### config.mk
export PLATFORM = sky130hd
export DESIGN_NAME = core_control
export DESIGN_NICKNAME = d
export VERILOG_FILES = /design/src/rtl/core_control_pkg.sv /design/src/rtl/core_control_alu_op_decode.sv /design/src/rtl/core_control.sv
export SDC_FILE = /design/constraint.sdc
export NUM_CORES = 1
export LEC_CHECK = 0
export CAP_MARGIN = 40
export CORE_AREA = 3 3 40 42
export CTS_CLUSTER_DIAMETER = 100
export DETAILED_ROUTE_END_ITERATION = 8
export DIE_AREA = 0 0 43 45
export DONT_BUFFER_PORTS = 1
export PLACE_DENSITY = 0.61
export SYNTH_ARGS = -nofsm -noshare
export SYNTH_HDL_FRONTEND = slang
export SYNTH_SLANG_ARGS = --single-unit
### constraint.sdc
create_clock -name clk -period 2.48 [get_ports clk]
set_input_delay 0.744 -clock clk [delete_from_list [all_inputs] [get_ports clk]]
set_output_delay 0.744 -clock clk [all_outputs]
set_load 0.03 [all_outputs]
### src/rtl/core_control_pkg.sv
// Shared enums and constants for the RV32I multi-cycle control path.
// Holds the ALU operation codes, FSM state encodings, datapath select
// encodings, RV32I major opcodes and the class used to drive alu_op_decode.
package core_control_pkg;

   typedef enum logic [3:0] {
      ALU_OP_ZERO = 4'd0,
      ALU_OP_ADD  = 4'd1,
      ALU_OP_SUB  = 4'd2,
      ALU_OP_SLL  = 4'd3,
      ALU_OP_SLT  = 4'd4,
      ALU_OP_SLTU = 4'd5,
      ALU_OP_XOR  = 4'd6,
      ALU_OP_SRL  = 4'd7,
      ALU_OP_SRA  = 4'd8,
      ALU_OP_OR   = 4'd9,
      ALU_OP_AND  = 4'd10,
      ALU_OP_SEQ  = 4'd11
   } alu_op_t;

   // FSM state encodings kept as plain constants for legacy tools.
   typedef logic [2:0] state_t;
   localparam state_t ST_RESET  = 3'd0;
   localparam state_t ST_FETCH  = 3'd1;
   localparam state_t ST_DECODE = 3'd2;
   localparam state_t ST_EXEC   = 3'd3;
   localparam state_t ST_MEM    = 3'd4;
   localparam state_t ST_WB     = 3'd5;
   localparam state_t ST_TRAP   = 3'd6;

   typedef enum logic [1:0] {
      PC_SRC_PLUS4  = 2'd0,
      PC_SRC_TARGET = 2'd1,
      PC_SRC_ALU    = 2'd2
   } pc_src_t;

   typedef enum logic [1:0] {
      LHS_RS1  = 2'd0,
      LHS_PC   = 2'd1,
      LHS_ZERO = 2'd2
   } lhs_sel_t;

   typedef enum logic [1:0] {
      RHS_RS2  = 2'd0,
      RHS_IMM  = 2'd1,
      RHS_FOUR = 2'd2
   } rhs_sel_t;

   typedef enum logic [1:0] {
      WB_ALU   = 2'd0,
      WB_MEM   = 2'd1,
      WB_PLUS4 = 2'd2
   } wb_sel_t;

   typedef enum logic [1:0] {
      ALU_CLASS_OP     = 2'd0,
      ALU_CLASS_OP_IMM = 2'd1,
      ALU_CLASS_BRANCH = 2'd2,
      ALU_CLASS_OTHER  = 2'd3
   } alu_class_t;

   localparam logic [6:0] OPC_LUI    = 7'b0110111;
   localparam logic [6:0] OPC_AUIPC  = 7'b0010111;
   localparam logic [6:0] OPC_JAL    = 7'b1101111;
   localparam logic [6:0] OPC_JALR   = 7'b1100111;
   localparam logic [6:0] OPC_BRANCH = 7'b1100011;
   localparam logic [6:0] OPC_LOAD   = 7'b0000011;
   localparam logic [6:0] OPC_STORE  = 7'b0100011;
   localparam logic [6:0] OPC_OP_IMM = 7'b0010011;
   localparam logic [6:0] OPC_OP     = 7'b0110011;

   function automatic logic is_legal_opcode(input logic [6:0] opcode);
      unique case (opcode)
         OPC_LUI, OPC_AUIPC, OPC_JAL, OPC_JALR, OPC_BRANCH,
         OPC_LOAD, OPC_STORE, OPC_OP_IMM, OPC_OP: is_legal_opcode = 1'b1;
         default:                                 is_legal_opcode = 1'b0;
      endcase
   endfunction

endpackage

### src/rtl/core_control_alu_op_decode.sv
// Combinational ALU operation decode.
// Ports:
//   alu_class_i  instruction class (OP, OP-IMM, BRANCH, other)
//   funct3_i     instr[14:12]
//   funct7_b5_i  instr[30]
//   alu_op_o     ALU operation for EXEC
//   br_invert_o  1 when the branch is taken on a zero compare result
module alu_op_decode
   import core_control_pkg::*;
(
   input  alu_class_t  alu_class_i,
   input  logic [2:0]  funct3_i,
   input  logic        funct7_b5_i,
   output alu_op_t     alu_op_o,
   output logic        br_invert_o
);

   always_comb begin
      alu_op_o    = ALU_OP_ADD;
      br_invert_o = 1'b0;
      unique case (alu_class_i)
         ALU_CLASS_OP, ALU_CLASS_OP_IMM: begin
            unique case (funct3_i)
               // OP-IMM has no SUBI: instr[30] is immediate data there.
               3'b000: alu_op_o = (alu_class_i == ALU_CLASS_OP && funct7_b5_i) ?
                                  ALU_OP_SUB : ALU_OP_ADD;
               3'b001: alu_op_o = ALU_OP_SLL;
               3'b010: alu_op_o = ALU_OP_SLT;
               3'b011: alu_op_o = ALU_OP_SLTU;
               3'b100: alu_op_o = ALU_OP_XOR;
               3'b101: alu_op_o = funct7_b5_i ? ALU_OP_SRA : ALU_OP_SRL;
               3'b110: alu_op_o = ALU_OP_OR;
               default: alu_op_o = ALU_OP_AND;
            endcase
         end
         ALU_CLASS_BRANCH: begin
            unique case (funct3_i[2:1])
               2'b10:   alu_op_o = ALU_OP_SLT;
               2'b11:   alu_op_o = ALU_OP_SLTU;
               default: alu_op_o = ALU_OP_SEQ;
            endcase
            // BNE, BGE, BGEU are the odd funct3 codes.
            br_invert_o = funct3_i[0];
         end
         default: alu_op_o = ALU_OP_ADD;
      endcase
   end

endmodule

### src/rtl/core_control.sv
// Multi-cycle RV32I control FSM: FETCH, DECODE, EXEC, MEM, WB (+ RESET, TRAP).
// Ports:
//   clk, rst_n        clock, asynchronous active-low reset
//   instr             instruction register contents (valid from DECODE)
//   alu_out_bit0      ALU result bit 0, resolves branches in EXEC
//   mem_ack           memory transfer complete
//   mem_req/mem_we/mem_addr_sel   shared fetch/load/store handshake
//   ir_we, pc_we, pc_src          instruction register and PC update
//   alu_op, alu_lhs_sel, alu_rhs_sel   ALU control
//   rf_we, rf_wdata_sel           register file writeback
//   trap              illegal opcode seen, held until reset
module core_control
   import core_control_pkg::*;
(
   input  logic        clk,
   input  logic        rst_n,
   input  logic [31:0] instr,
   input  logic        alu_out_bit0,
   input  logic        mem_ack,
   output logic        mem_req,
   output logic        mem_we,
   output logic        mem_addr_sel,
   output logic        ir_we,
   output logic        pc_we,
   output pc_src_t     pc_src,
   output alu_op_t     alu_op,
   output lhs_sel_t    alu_lhs_sel,
   output rhs_sel_t    alu_rhs_sel,
   output logic        rf_we,
   output wb_sel_t     rf_wdata_sel,
   output logic        trap
);

   state_t     state_q, state_d;
   logic [6:0] opcode;
   logic [2:0] funct3;
   alu_class_t alu_class;
   alu_op_t    dec_alu_op;
   logic       br_invert;
   logic       br_taken;
   logic       is_store;
   logic       unused_instr;

   assign opcode       = instr[6:0];
   assign funct3       = instr[14:12];
   assign is_store     = (opcode == OPC_STORE);
   assign br_taken     = alu_out_bit0 ^ br_invert;
   assign unused_instr = ^{instr[31], instr[29:15], instr[11:7]};

   always_comb begin
      unique case (opcode)
         OPC_OP:     alu_class = ALU_CLASS_OP;
         OPC_OP_IMM: alu_class = ALU_CLASS_OP_IMM;
         OPC_BRANCH: alu_class = ALU_CLASS_BRANCH;
         default:    alu_class = ALU_CLASS_OTHER;
      endcase
   end

   alu_op_decode u_alu_op_decode (
      .alu_class_i (alu_class),
      .funct3_i    (funct3),
      .funct7_b5_i (instr[30]),
      .alu_op_o    (dec_alu_op),
      .br_invert_o (br_invert)
   );

   always_comb begin
      state_d = state_q;
      case (state_q)
         ST_RESET:  state_d = ST_FETCH;
         ST_FETCH:  if (mem_ack) state_d = ST_DECODE;
         ST_DECODE: state_d = is_legal_opcode(opcode) ? ST_EXEC : ST_TRAP;
         ST_EXEC: begin
            if (opcode == OPC_LOAD || opcode == OPC_STORE) begin
               state_d = ST_MEM;
            end else if (opcode == OPC_BRANCH) begin
               state_d = ST_FETCH;
            end else begin
               state_d = ST_WB;
            end
         end
         ST_MEM:    if (mem_ack) state_d = is_store ? ST_FETCH : ST_WB;
         ST_WB:     state_d = ST_FETCH;
         ST_TRAP:   state_d = ST_TRAP;
         default:   state_d = ST_RESET;
      endcase
   end

   always_ff @(posedge clk or negedge rst_n) begin
      if (!rst_n) begin
         state_q <= ST_RESET;
      end else begin
         state_q <= state_d;
      end
   end

   // Outputs decode state_q, so reset forces them (mem_req included) low at once.
   always_comb begin
      mem_req      = 1'b0;
      mem_we       = 1'b0;
      mem_addr_sel = 1'b0;
      ir_we        = 1'b0;
      pc_we        = 1'b0;
      pc_src       = PC_SRC_PLUS4;
      alu_op       = ALU_OP_ZERO;
      alu_lhs_sel  = LHS_RS1;
      alu_rhs_sel  = RHS_RS2;
      rf_we        = 1'b0;
      rf_wdata_sel = WB_ALU;
      trap         = 1'b0;
      case (state_q)
         ST_FETCH: begin
            mem_req = 1'b1;
            ir_we   = mem_ack;
         end
         ST_DECODE: begin
            // Datapath captures PC + imm as the branch/JAL target.
            alu_op      = ALU_OP_ADD;
            alu_lhs_sel = LHS_PC;
            alu_rhs_sel = RHS_IMM;
         end
         ST_EXEC: begin
            case (opcode)
               OPC_OP: begin
                  alu_op = dec_alu_op;
               end
               OPC_OP_IMM: begin
                  alu_op      = dec_alu_op;
                  alu_rhs_sel = RHS_IMM;
               end
               OPC_LOAD, OPC_STORE: begin
                  alu_op      = ALU_OP_ADD;
                  alu_rhs_sel = RHS_IMM;
               end
               OPC_BRANCH: begin
                  alu_op = dec_alu_op;
                  pc_we  = 1'b1;
                  pc_src = br_taken ? PC_SRC_TARGET : PC_SRC_PLUS4;
               end
               OPC_JAL: begin
                  pc_we  = 1'b1;
                  pc_src = PC_SRC_TARGET;
               end
               OPC_JALR: begin
                  alu_op      = ALU_OP_ADD;
                  alu_rhs_sel = RHS_IMM;
                  pc_we       = 1'b1;
                  pc_src      = PC_SRC_ALU;
               end
               OPC_LUI: begin
                  alu_op      = ALU_OP_ADD;
                  alu_lhs_sel = LHS_ZERO;
                  alu_rhs_sel = RHS_IMM;
               end
               OPC_AUIPC: begin
                  alu_op      = ALU_OP_ADD;
                  alu_lhs_sel = LHS_PC;
                  alu_rhs_sel = RHS_IMM;
               end
               default: ;
            endcase
         end
         ST_MEM: begin
            mem_req      = 1'b1;
            mem_addr_sel = 1'b1;
            mem_we       = is_store;
            // A store retires on its ack cycle; a load retires in WB.
            pc_we        = is_store & mem_ack;
         end
         ST_WB: begin
            rf_we = 1'b1;
            if (opcode == OPC_LOAD) begin
               rf_wdata_sel = WB_MEM;
            end else if (opcode == OPC_JAL || opcode == OPC_JALR) begin
               rf_wdata_sel = WB_PLUS4;
            end
            // Jumps already updated the PC in EXEC.
            pc_we = !(opcode == OPC_JAL || opcode == OPC_JALR);
         end
         ST_TRAP: trap = 1'b1;
         default: ;
      endcase
   end

endmodule
== Word-level counts from Yosys, hierarchy flattened ==
Cells that the tools add are included.
Cells by class
  bitwise operators: 2
  multiplexer cells: 36
  equality and inequality tests: 27
  reduce and logical (&&, ||, !) cells: 16
Operators by type and width (number)
  4-bit case mux with 2 select lines: 4
  4-bit case mux with 7 select lines: 1
  7-bit by 6-bit == test with 1-bit output (second input constant): 3
  7-bit == test (second input constant): 3
  3-bit == test (second input constant): 6
  3-bit 2-to-1 mux: 6
  3-bit case mux with 6 select lines: 1
  7-bit by 5-bit == test with 1-bit output (second input constant): 2
  3-bit by 2-bit == test with 1-bit output (second input constant): 4
  1-bit 2-to-1 mux: 12
  2-bit case mux with 3 select lines: 2
  2-bit 2-to-1 mux: 5
  9-bit OR reduction: 1
  2-bit case mux with 2 select lines: 2
  7-bit by 2-bit == test with 1-bit output (second input constant): 1
  2-bit == test (second input constant): 3
  3-bit by 1-bit == test with 1-bit output (second input constant): 2
  3-bit logical NOT: 2
  2-bit OR reduction: 3
  3-bit OR reduction: 2
  6-bit OR reduction: 1
  5-bit OR reduction: 1
  4-bit 2-to-1 mux: 1
  2-bit != test (second input constant): 2
  10 further kinds: 11
Storage, ports and cells
  register bits: 3
  input port bits: 36
  logic and storage cells: 82
  output and inout port bits: 19

== Depth between registers and ports, before layout ==
Gate-level depths: netlist (run 1).
  depth in word-level cells: 9
  gate-level depth with buffers: 5
  mapped depth without buffers: 4

== By module ==
Synthesis (run 1) repeated with hierarchy kept, for this count alone.
Second synthesis, totals
  cell total of the unflattened synthesis: 96
  area total of the unflattened synthesis: 673.1 um2
Modules (own cells, without submodules)
  core_control: area each 529.3 um2, cells each 73, instances 1, sequential area each 75.1 um2
  alu_op_decode: area each 143.9 um2, cells each 23, instances 1, sequential area each 0.0 um2

== Worst setup path after synthesis (run 1) ==
Ideal clock, no wire load.
  kind: input to output
  from: input port instr[14]
  to: output port alu_op[1]
  cell stages on the path: 5
  buffers on the path: 1
  required time: 1.736 ns
  data arrival time: 2.266 ns
  slack: -0.530 ns
  cell sequence: clkbuf_1 nand2_1 a22oi_1 a21oi_1 nor4_1
On the way
  cells in the longest elaborated chain, start to end: 5
  elaborated cells on any way between the ends: 14
  classes of those cells: eq/ne (8); mux (5); reduce/logical (1)
RTL lines
  start: declaration: line core_control.sv:17  | input logic [31:0] instr,
  3-bit == test, or another cell as far along: line core_control_alu_op_decode.sv:23  | unique case (funct3_i)
  4-bit case mux with 7 select lines or 4-bit case mux with 2 select lines (tied branches): line core_control_alu_op_decode.sv:23, core_control_alu_op_decode.sv:37
  4-bit case mux with 2 select lines (*): line core_control_alu_op_decode.sv:21  | unique case (alu_class_i)
  4-bit case mux with 2 select lines (*): line core_control.sv:123  | case (opcode)
  4-bit case mux with 2 select lines (*): line core_control.sv:111  | case (state_q)
  end: declaration: line core_control.sv:26  | output alu_op_t alu_op,
Every way passes the cells marked *; elsewhere a longest branch is shown, timed or not.

== Worst setup path after layout (run 1) ==
  from: input port instr[3]
  to: output port alu_op[0]
On the way
  cells in the longest elaborated chain, start to end: 9
  elaborated cells on any way between the ends: 21
  classes of those cells: eq/ne (10); mux (6); reduce/logical (5)
RTL lines
  7-bit == test, or another cell as far along: line core_control.sv:51, core_control.sv:123
  2-bit case mux with 3 select lines: line core_control.sv:51  | unique case (opcode)
  2-bit logical NOT: line core_control_alu_op_decode.sv:21, core_control_alu_op_decode.sv:25
  1-bit logical AND: line core_control_alu_op_decode.sv:25  | 3'b000: alu_op_o = (alu_class_i == ALU_CLASS_OP && funct7_b5_i) ?
  2-bit 2-to-1 mux: line core_control_alu_op_decode.sv:25
  4-bit case mux with 7 select lines: line core_control_alu_op_decode.sv:23
  4-bit case mux with 2 select lines: line core_control_alu_op_decode.sv:21
  4-bit case mux with 2 select lines (*): line core_control.sv:123
  4-bit case mux with 2 select lines (*): line core_control.sv:111
Marks and branches as above.

==> results.cfg, run 1 <==
[status]
status = finished, violations left
failed_checks = negative setup slack

[placement]
port-buffer-count = 0
gpl.final_weighted_congestion = 0.8704
placed_cell_area_um2 = 949.7
hpwlAfterDp_mm = 1.720

[timing]
postLayoutSetupSlackWorst_ns = -0.1802
finalCritPeriodShare_pct = 107.3
final.min_clock_period_ns = 2.660
final_slew_violations = 0
fin_tns_setup_ns = -0.7800
peak_clock_frequency_supported_by_timing_mhz = 375.9
fin_worst_hold_slack_ns = 0.2005
rsz0062_at_grt = yes
worst_clock_skew_ns = 0.002541
timing.final.hold_violations = 0
finalSetupViolCount = 9

[grt]
grt_remaining_overflow = 0
grt_antenna_before_repair = 0
grt_start_max_net_pins = 13
via_count_of_the_first_global_routing_pass = 816
global_route_wire_length_before_repair_mm = 3.539
grt.total_usage_pct = 24.42

[clocking]
cts_num_sinks = 3
cts.path.max_buffers = 2
cts_hold_buffers = 0
h-tree-depth = 1
cts_buffers = 3
cts_tree = done
clk_pin_slew_ns = 0.04
cts_root_buf = clkbuf_4
insertion_delay_ns = 0.24

[worst_setup_path]
critical_path.cell_chain = nand3b_1 -> or3_1 -> and3_1 -> o211ai_4
worst_ep_arrival_time_ns = 1.92
timing.critical_path.to_type = output port
cp.buffers_inverters = 0
worst_ep_required_time_ns = 1.74
startpoint_type = input pin
crit_path_max_incr_delay_ns = 0.44
cpMaxStageDelayCell = or3_1
critPathTopFamily = simple AND/OR/NAND/NOR gates
worstPathMaxFanout = 4
worst_setup_path_type = in -> out

[yosys]
syn_inst_count = 98
synth.lib_cells_used.distinct = 45
synth.net_count = 134
synth_edf_count = 0
synth-seq-area-share_pct = 11.58
dominantRegCellSynth = dfrtp_1
synthesis.area_um2 = 648.1
postSynthRegisterBits = 3
yosysWarnings = 0
synth-async-reset-ratio_pct = 100.0
post_synth.cell_area_avg_um2 = 6.613

[power]
peakVddDrop_v = 0.0003031
power.static_leakage_nw = 0.4321
sw_frac_of_total_pct = 50.85
clock_power_share_pct = 15.6
power.switching_mw = 0.2843
power_frac_comb_pct = 65.8
power_report.internal_total_mw = 0.2748
seq_power_share_pct = 18.6
power_density_mw_per_mm2 = 550.3

[floorplanning]
row_count = 13
start_util_pct = 50.44
core_area_mm2 = 0.001285
die-area_mm2 = 0.001935
io_pins = 55
die_w_um = 43
chip_height_um = 45

[layout]
final_layout_size_suffix_gt1_share_pct = 42.74
area.growth.synth_to_final_pct = 56.76
design_area_mm2 = 0.001016
num_antenna_cells = 0
largest_reg_flops = 3
num-nets-final = 161
max_flop_register = state_q
layout_top_registers = state_q (3)
final.fill_count = 87
utilization_pct = 79.07

[drt]
detail_route.vias_per_cell = 6.223
drt-initial-drc-count = 33
first_pass_iters = 6
detail_route.wl_per_cell_um = 15.77
route.final.wire_length_mm = 2.192
drc = 0
antenna_left = 0
routed-via-count = 865

[flow_run]
drv.max_cap_violation_count = 0

[min_path]
min_path_type = in -> async
power by group through the flow:
stage / combinational (mW) / sequential [mW] / clock, mW
floorplan: 0.288 / 0.0857 / 0
global placement: 0.350 / 0.103 / 0
CTS: 0.368 / 0.103 / 0.0889
finish: 0.368 / 0.104 / 0.0875
global route: 0.394 / 0.109 / 0.0940
detailed placement: 0.358 / 0.103 / 0
worst paths after layout:
| kind | depth (start not counted) | endpoint | slack, ns | startpoint |
|---|---|---|---|---|
| worst max register to register | 4 | state_q[0] | 1.16 | state_q[1] |
| worst min-delay path | 0 | state_q[2] | 0.20 | rst_n |
| max in group asynchronous | 0 | state_q[0] | 2.21 | rst_n |
| worst min register to register | 1 | state_q[0] | 0.59 | state_q[1] |
| worst max-delay path | 4 | alu_op[0] | -0.18 | instr[3] |
| min in group clk | 1 | state_q[0] | 0.59 | state_q[1] |
synthesized netlist by cell type, drive strengths merged, types with 3 or more instances:
cell type	number	area (um^2)
nand3b	4	33.78
o31ai	3	22.52
a21oi	8	40.04
a211oi	4	35.03
nor3	3	15.01
nand2b	4	25.02
dfrtp	3	75.07
nor2	13	51.30
and3	3	20.02
nand2	7	26.28
buf	5	38.78
or3	3	18.77
o21ai	5	25.02
inv	6	22.52
metrics by stage:
stage               setup slack [ns]  cells  power [mW]
CTS                          -0.1484    139      0.5593
floorplan                   -0.08519     98      0.3741
finish                       -0.1802    139      0.5591
global placement             -0.1340    135      0.4526
detailed placement           -0.1552    135      0.4617
global route                 -0.2077    139      0.5969
routing by layer:
metal	GRT usage [%]	part of all wire, %
met5	0	0
met4	16.87	2.9
met3	2.789	6.8
met2	44.31	54
met1	26.57	37
what timing repair did:
item                                    in CTS  in global routing
gates cloned                                 0                  0
pin swaps                                    2                  2
endpoints found under the setup margin      11                 12
gates resized for setup                      9                  1
buffers inserted                             0                  0
cell usage in the layout (no fill, tap or decap), drive strengths merged, types with 2 or more instances in the layout:
| cell | instances |
|---|---|
| nor2 | 13 |
| a21oi | 8 |
| dfrtp | 3 |
| nand2 | 7 |
| o21ai | 5 |
| nand2b | 4 |
| or2 | 2 |
| or3 | 3 |
| a211oi | 4 |
| nand3b | 4 |
| and3 | 3 |
| o211ai | 2 |
| nand3 | 2 |
| nor3 | 3 |
| clkbuf | 4 |
| o31ai | 3 |
| buf | 29 |
| inv | 6 |
| a22oi | 2 |
worst reg2reg max path, cell delays in order, from the launching register on:
cell and delay, ns:
dfrtp_1 0.44, or3b_2 0.48, o31ai_1 0.07, o2bb2ai_1 0.14, a21oi_1 0.06
cells by family (layout without fill, tap and decap cells):
kind of cell	Yosys count	after routing	share of synthesized area, %
buf+inv	13	39	10.62
xor+xnor	1	1	1.352
simple gates	47	47	39.96
other cells	1	1	0.5786
compound gates	33	33	35.91
flops	3	3	11.58
final cells by class:
cell class	count	area [um^2]	area share (%)
Multi-Input combinational cell	82	619.3	60.96
Timing Repair Buffer	29	254.0	25.00
Sequential cell	3	75.07	7.389
Clock buffer	4	26.28	2.586
Inverter	6	22.52	2.217
Tap cell	15	18.77	1.847
Power figures use the tool's default switching activity.
==> run 2, diff against run 1 <==
Settings changed: CTS_BUF_LIST from default to sky130_fd_sc_hd__clkbuf_8 sky130_fd_sc_hd__clkbuf_16.
==> results.cfg, run 2 (synthesis gave the netlist of run 1 again) <==
[grt]
global_route.usage.met2_pct = 48.80
via_count_of_the_first_global_routing_pass = 846
globalRouteMet1Util_pct = 27.05
global_route.usage.met3_pct = 2.789
global_route_wire_length_before_repair_mm = 3.712
grt_antenna_before_repair = 0
grt_start_max_net_pins = 13
grt.total_usage_pct = 25.58
busiest_layer = met2
grt_remaining_overflow = 0

[worst_setup_path]
startpoint_type = input pin
worstPathMaxFanout = 4
timing.critical_path.to_type = output port
worst_setup_path_type = in -> out
worst_ep_required_time_ns = 1.74
worst_ep_arrival_time_ns = 1.92

[status]
status = finished, violations left
failed_checks = negative setup slack

[drt]
drt-initial-drc-count = 29
routed-via-count = 871
drc = 0
route.final.wire_length_mm = 2.308
antenna_left = 0
detail_route.vias_per_cell = 6.266
first_pass_iters = 4
detail_route.wl_per_cell_um = 16.60

[clocking]
cts.path.max_buffers = 2
post_cts_buffers = 0
cts_hold_buffers = 0
cts_root_buf = clkbuf_8
cts_buffers = 3
h-tree-depth = 1
clk_pin_slew_ns = 0.03
cts_tree = done
cts_num_sinks = 3
insertion_delay_ns = 0.22

[floorplanning]
die-area_mm2 = 0.001935
chip_height_um = 45
start_util_pct = 50.44
row_count = 13
io_pins = 55
die_w_um = 43
core_area_mm2 = 0.001285

[power]
power_frac_comb_pct = 60.1
seq_power_share_pct = 17.6
peakVddDrop_v = 0.0003588
clock_power_share_pct = 22.3
sw_frac_of_total_pct = 48.36
power.static_leakage_nw = 0.4440
power_density_mw_per_mm2 = 598.6
power.switching_mw = 0.2995
power_report.internal_total_mw = 0.3198

[placement]
gpl.final_weighted_congestion = 0.8704
hpwlAfterDp_mm = 1.720
placed_cells = 135
placed_cell_area_um2 = 949.7
port-buffer-count = 0

[layout]
largest_reg_flops = 3
design_area_mm2 = 0.001035
num_antenna_cells = 0
layoutNonFillerInstCount = 139
layout_top_registers = state_q (3)
final_layout_size_suffix_gt1_share_pct = 42.74
max_flop_register = state_q
area.growth.synth_to_final_pct = 59.65
utilization_pct = 80.53
num-nets-final = 161
final_common_cell = buf_4
most_frequent_cells_in_the_layout = 24 x buf_4, 7 x nor2_1, 7 x a21oi_1, 7 x inv_1, 6 x nand2_1

[flow_run]
drv.max_cap_violation_count = 0

[min_path]
min_path_type = in -> async

[timing]
finalSetupViolCount = 9
worst_clock_skew_ns = 0.0001454
final_slew_violations = 0
postLayoutSetupSlackWorst_ns = -0.1791
final.min_clock_period_ns = 2.659
rsz0062_at_grt = yes
peak_clock_frequency_supported_by_timing_mhz = 376.1
finalCritPeriodShare_pct = 107.2
timing.final.hold_violations = 0
-- run 2: cell types whose count changed in the layout (fill, tap and decap cells not counted) --
cell	change
clkbuf_4	-3
clkbuf_1	-1
inv_1	+1
clkbuf_8	+3
-- run 2: final cells by class --
type,instances,area (um^2)
clock inverter,1,3.754
timing repair buffer,29,254.0
fill,83,250.2
inverter,6,22.52
sequential,3,75.07
tap,15,18.77
multi-input combinational,82,619.3
clock buffer,3,41.29
-- run 2: power groups by stage --
stage / registers (mW) / logic, mW / clock network (mW)
after global placement: 0.103 / 0.350 / 0
after floorplan: 0.0857 / 0.288 / 0
final: 0.109 / 0.372 / 0.138
after CTS: 0.106 / 0.371 / 0.139
after detailed placement: 0.103 / 0.358 / 0
after global routing: 0.111 / 0.400 / 0.145
-- run 2: worst paths after layout --
check                           start         end  slack, ns  cells after the start
max reg2reg                state_q[1]  state_q[0]       1.11                      4
min in group clk           state_q[1]  state_q[0]       0.62                      1
min reg2reg                state_q[1]  state_q[0]       0.62                      1
max                          instr[3]   alu_op[0]      -0.18                      4
max in group asynchronous       rst_n  state_q[0]       2.19                      0
min                             rst_n  state_q[2]       0.22                      0
-- run 2: worst max-delay path: stages --
cell,delay [ns]
nand3b_1,0.22
or3_1,0.44
and3_1,0.20
o211ai_4,0.31
-- run 2: per-layer routing --
metal	part of all wire (%)	routed length, um
met4	2.5	57
met1	37	843
met5	0	0
met3	7.4	171
met2	54	1235
-- run 2: per-stage QoR --
stage	setup WS, ns	setup TNS [ns]	power (mW)	hold slack, ns
2_1_floorplan	-0.08519	-0.2586	0.3741	0.4484
3_3_place_gp	-0.1340	-0.6255	0.4526	0.4485
3_5_place_dp	-0.1552	-1.012	0.4617	0.4485
4_1_cts	-0.1484	-0.6620	0.6163	0.2217
5_1_grt	-0.2077	-1.332	0.6567	0.2160
6_report	-0.1791	-0.7896	0.6194	0.2245
-- run 2: timing repair --
| action | 4_1_cts | 5_1_grt |
|---|---|---|
| hold endpoints to repair | 0 | 0 |
| resized for setup | 9 | 1 |
| setup endpoints to repair | 11 | 12 |
| pin swaps | 2 | 2 |
==> run 3, diff against run 2 <==
Settings changed: CORE_AREA 3 3 40 42 to 4 4 41 43, DIE_AREA 0 0 43 45 to 0 0 45 47.
==> results.cfg, run 3 (synthesis gave the netlist of run 1 again) <==
[worst_setup_path]
worst_ep_required_time_ns = 1.74
startpoint_type = input pin
timing.critical_path.to_type = output port
worst_ep_arrival_time_ns = 1.84
worst_setup_path_type = in -> out
worstPathMaxFanout = 5

[layout]
layout_top_registers = state_q (3)
most_frequent_cells_in_the_layout = 16 x buf_4, 10 x buf_6, 7 x nor2_1, 7 x a21oi_1, 7 x inv_1
max_flop_register = state_q
regArea_um2 = 75.07
num-nets-final = 160
largest_reg_flops = 3
num_antenna_cells = 0
layoutNonFillerInstCount = 138
area.growth.synth_to_final_pct = 65.64
design_area_mm2 = 0.001074
combined_area_of_the_multi_input_logic_cells_um2 = 639.4
final_layout_size_suffix_gt1_share_pct = 45.53
final.fill_count = 92
final_common_cell = buf_4

[timing]
final_slew_violations = 0
peak_clock_frequency_supported_by_timing_mhz = 387.4
timing.final.hold_violations = 0
fin_tns_setup_ns = -0.5725
finalSetupViolCount = 9
rsz0062_at_grt = yes
final.min_clock_period_ns = 2.581
finalCritPeriodShare_pct = 104.1
fin_worst_hold_slack_ns = 0.2258
worst_clock_skew_ns = 0.004082
postLayoutSetupSlackWorst_ns = -0.1012

[grt]
via_count_of_the_first_global_routing_pass = 843
grt.total_usage_pct = 21.91
grt_start_max_net_pins = 13
grt_antenna_before_repair = 0
grt_remaining_overflow = 0
global_route_wire_length_before_repair_mm = 3.498

[floorplanning]
start_util_pct = 49.81
die-area_mm2 = 0.002115
chip_height_um = 47
io_pins = 55
row_count = 13
core_area_mm2 = 0.001301
die_w_um = 45

[flow_run]
drv.max_cap_violation_count = 0

[clocking]
h-tree-depth = 1
cts_num_sinks = 3
cts_buffers = 3
insertion_delay_ns = 0.21
cts_tree = done
cts_root_buf = clkbuf_8
cts.path.max_buffers = 2
cts_hold_buffers = 0
clk_pin_slew_ns = 0.03

[power]
power.static_leakage_nw = 0.4454
peakVddDrop_v = 0.0005844
power_density_mw_per_mm2 = 576.5

[drt]
routed-via-count = 864
antenna_left = 0
route.final.wire_length_mm = 2.241
detail_route.wl_per_cell_um = 16.24
first_pass_iters = 4
detail_route.vias_per_cell = 6.261
drc = 0
drt-initial-drc-count = 18

[status]
failed_checks = negative setup slack
status = finished, violations left

[placement]
gpl.final_weighted_congestion = 0.7870
hpwlAfterDp_mm = 1.609
placed_cell_area_um2 = 927.1
port-buffer-count = 0
placed_cells = 132

[min_path]
min_path_type = in -> async
[run 3: cell count changes in the layout (fill, tap and decap cells not counted)]
cell     delta
buf_4       -8
buf_6       +7
and3_1      -2
and3_4      +2
a22oi_1     -1
a22oi_2     +1
or3_1       -1
or3_4       +1
[run 3: metrics by stage]
stage	setup WS (ns)	power (mW)	util, %
6_report	-0.1012	0.6189	82.50
5_1_grt	-0.1593	0.6552	82.50
4_1_cts	-0.08334	0.6132	79.81
3_5_place_dp	-0.08359	0.4664	71.25
3_3_place_gp	-0.07197	0.4590	71.25
2_1_floorplan	-0.08519	0.3741	-
[run 3: power breakdown]
group / internal (mW) / switching [mW]
Combinational: 0.151 / 0.227
Sequential: 0.0704 / 0.0338
Clock: 0.105 / 0.0313
Total: 0.327 / 0.292
[run 3: cell type report]
class,instances,share of cell area [%]
Multi-Input combinational cell,82,59.56
Clock inverter,1,0.3497
Timing Repair Buffer,28,25.41
Tap cell,15,1.748
Sequential cell,3,6.993
Clock buffer,3,3.846
Inverter,6,2.098
[run 3: what timing repair did]
| item | in CTS | in global routing |
|---|---|---|
| setup endpoints to repair | 9 | 10 |
| pin swaps | 2 | 6 |
| resized for setup | 14 | 7 |
| setup buffers | 1 | 1 |
| gates cloned | 0 | 0 |
| hold endpoints to repair | 0 | 0 |
[run 3: path summary, 6_finish.rpt]
| check | from | to | slack, ns | depth (start not counted) |
|---|---|---|---|---|
| max | instr[3] | alu_op[0] | -0.10 | 5 |
| min | rst_n | state_q[2] | 0.23 | 0 |
| max reg2reg | state_q[1] | state_q[0] | 1.15 | 4 |
| min reg2reg | state_q[1] | state_q[0] | 0.57 | 1 |
| max in group asynchronous | rst_n | state_q[0] | 2.18 | 0 |
| min in group clk | state_q[1] | state_q[0] | 0.57 | 1 |
[run 3: metal layers]
layer | global-route usage (%) | wire (um) | up-vias
met3 | 4.215 | 214 | 3
li1 | - | - | 409
met4 | 4.678 | 19 | 0
met5 | 0 | 0 | -
met2 | 41.53 | 1084 | 54
met1 | 25.34 | 923 | 398
[run 3: worst max-delay path: stages]
cell and delay [ns]:
nand3b_1 0.21, buf_6 0.18, a211oi_2 0.19, nand4_1 0.18, o211ai_4 0.34
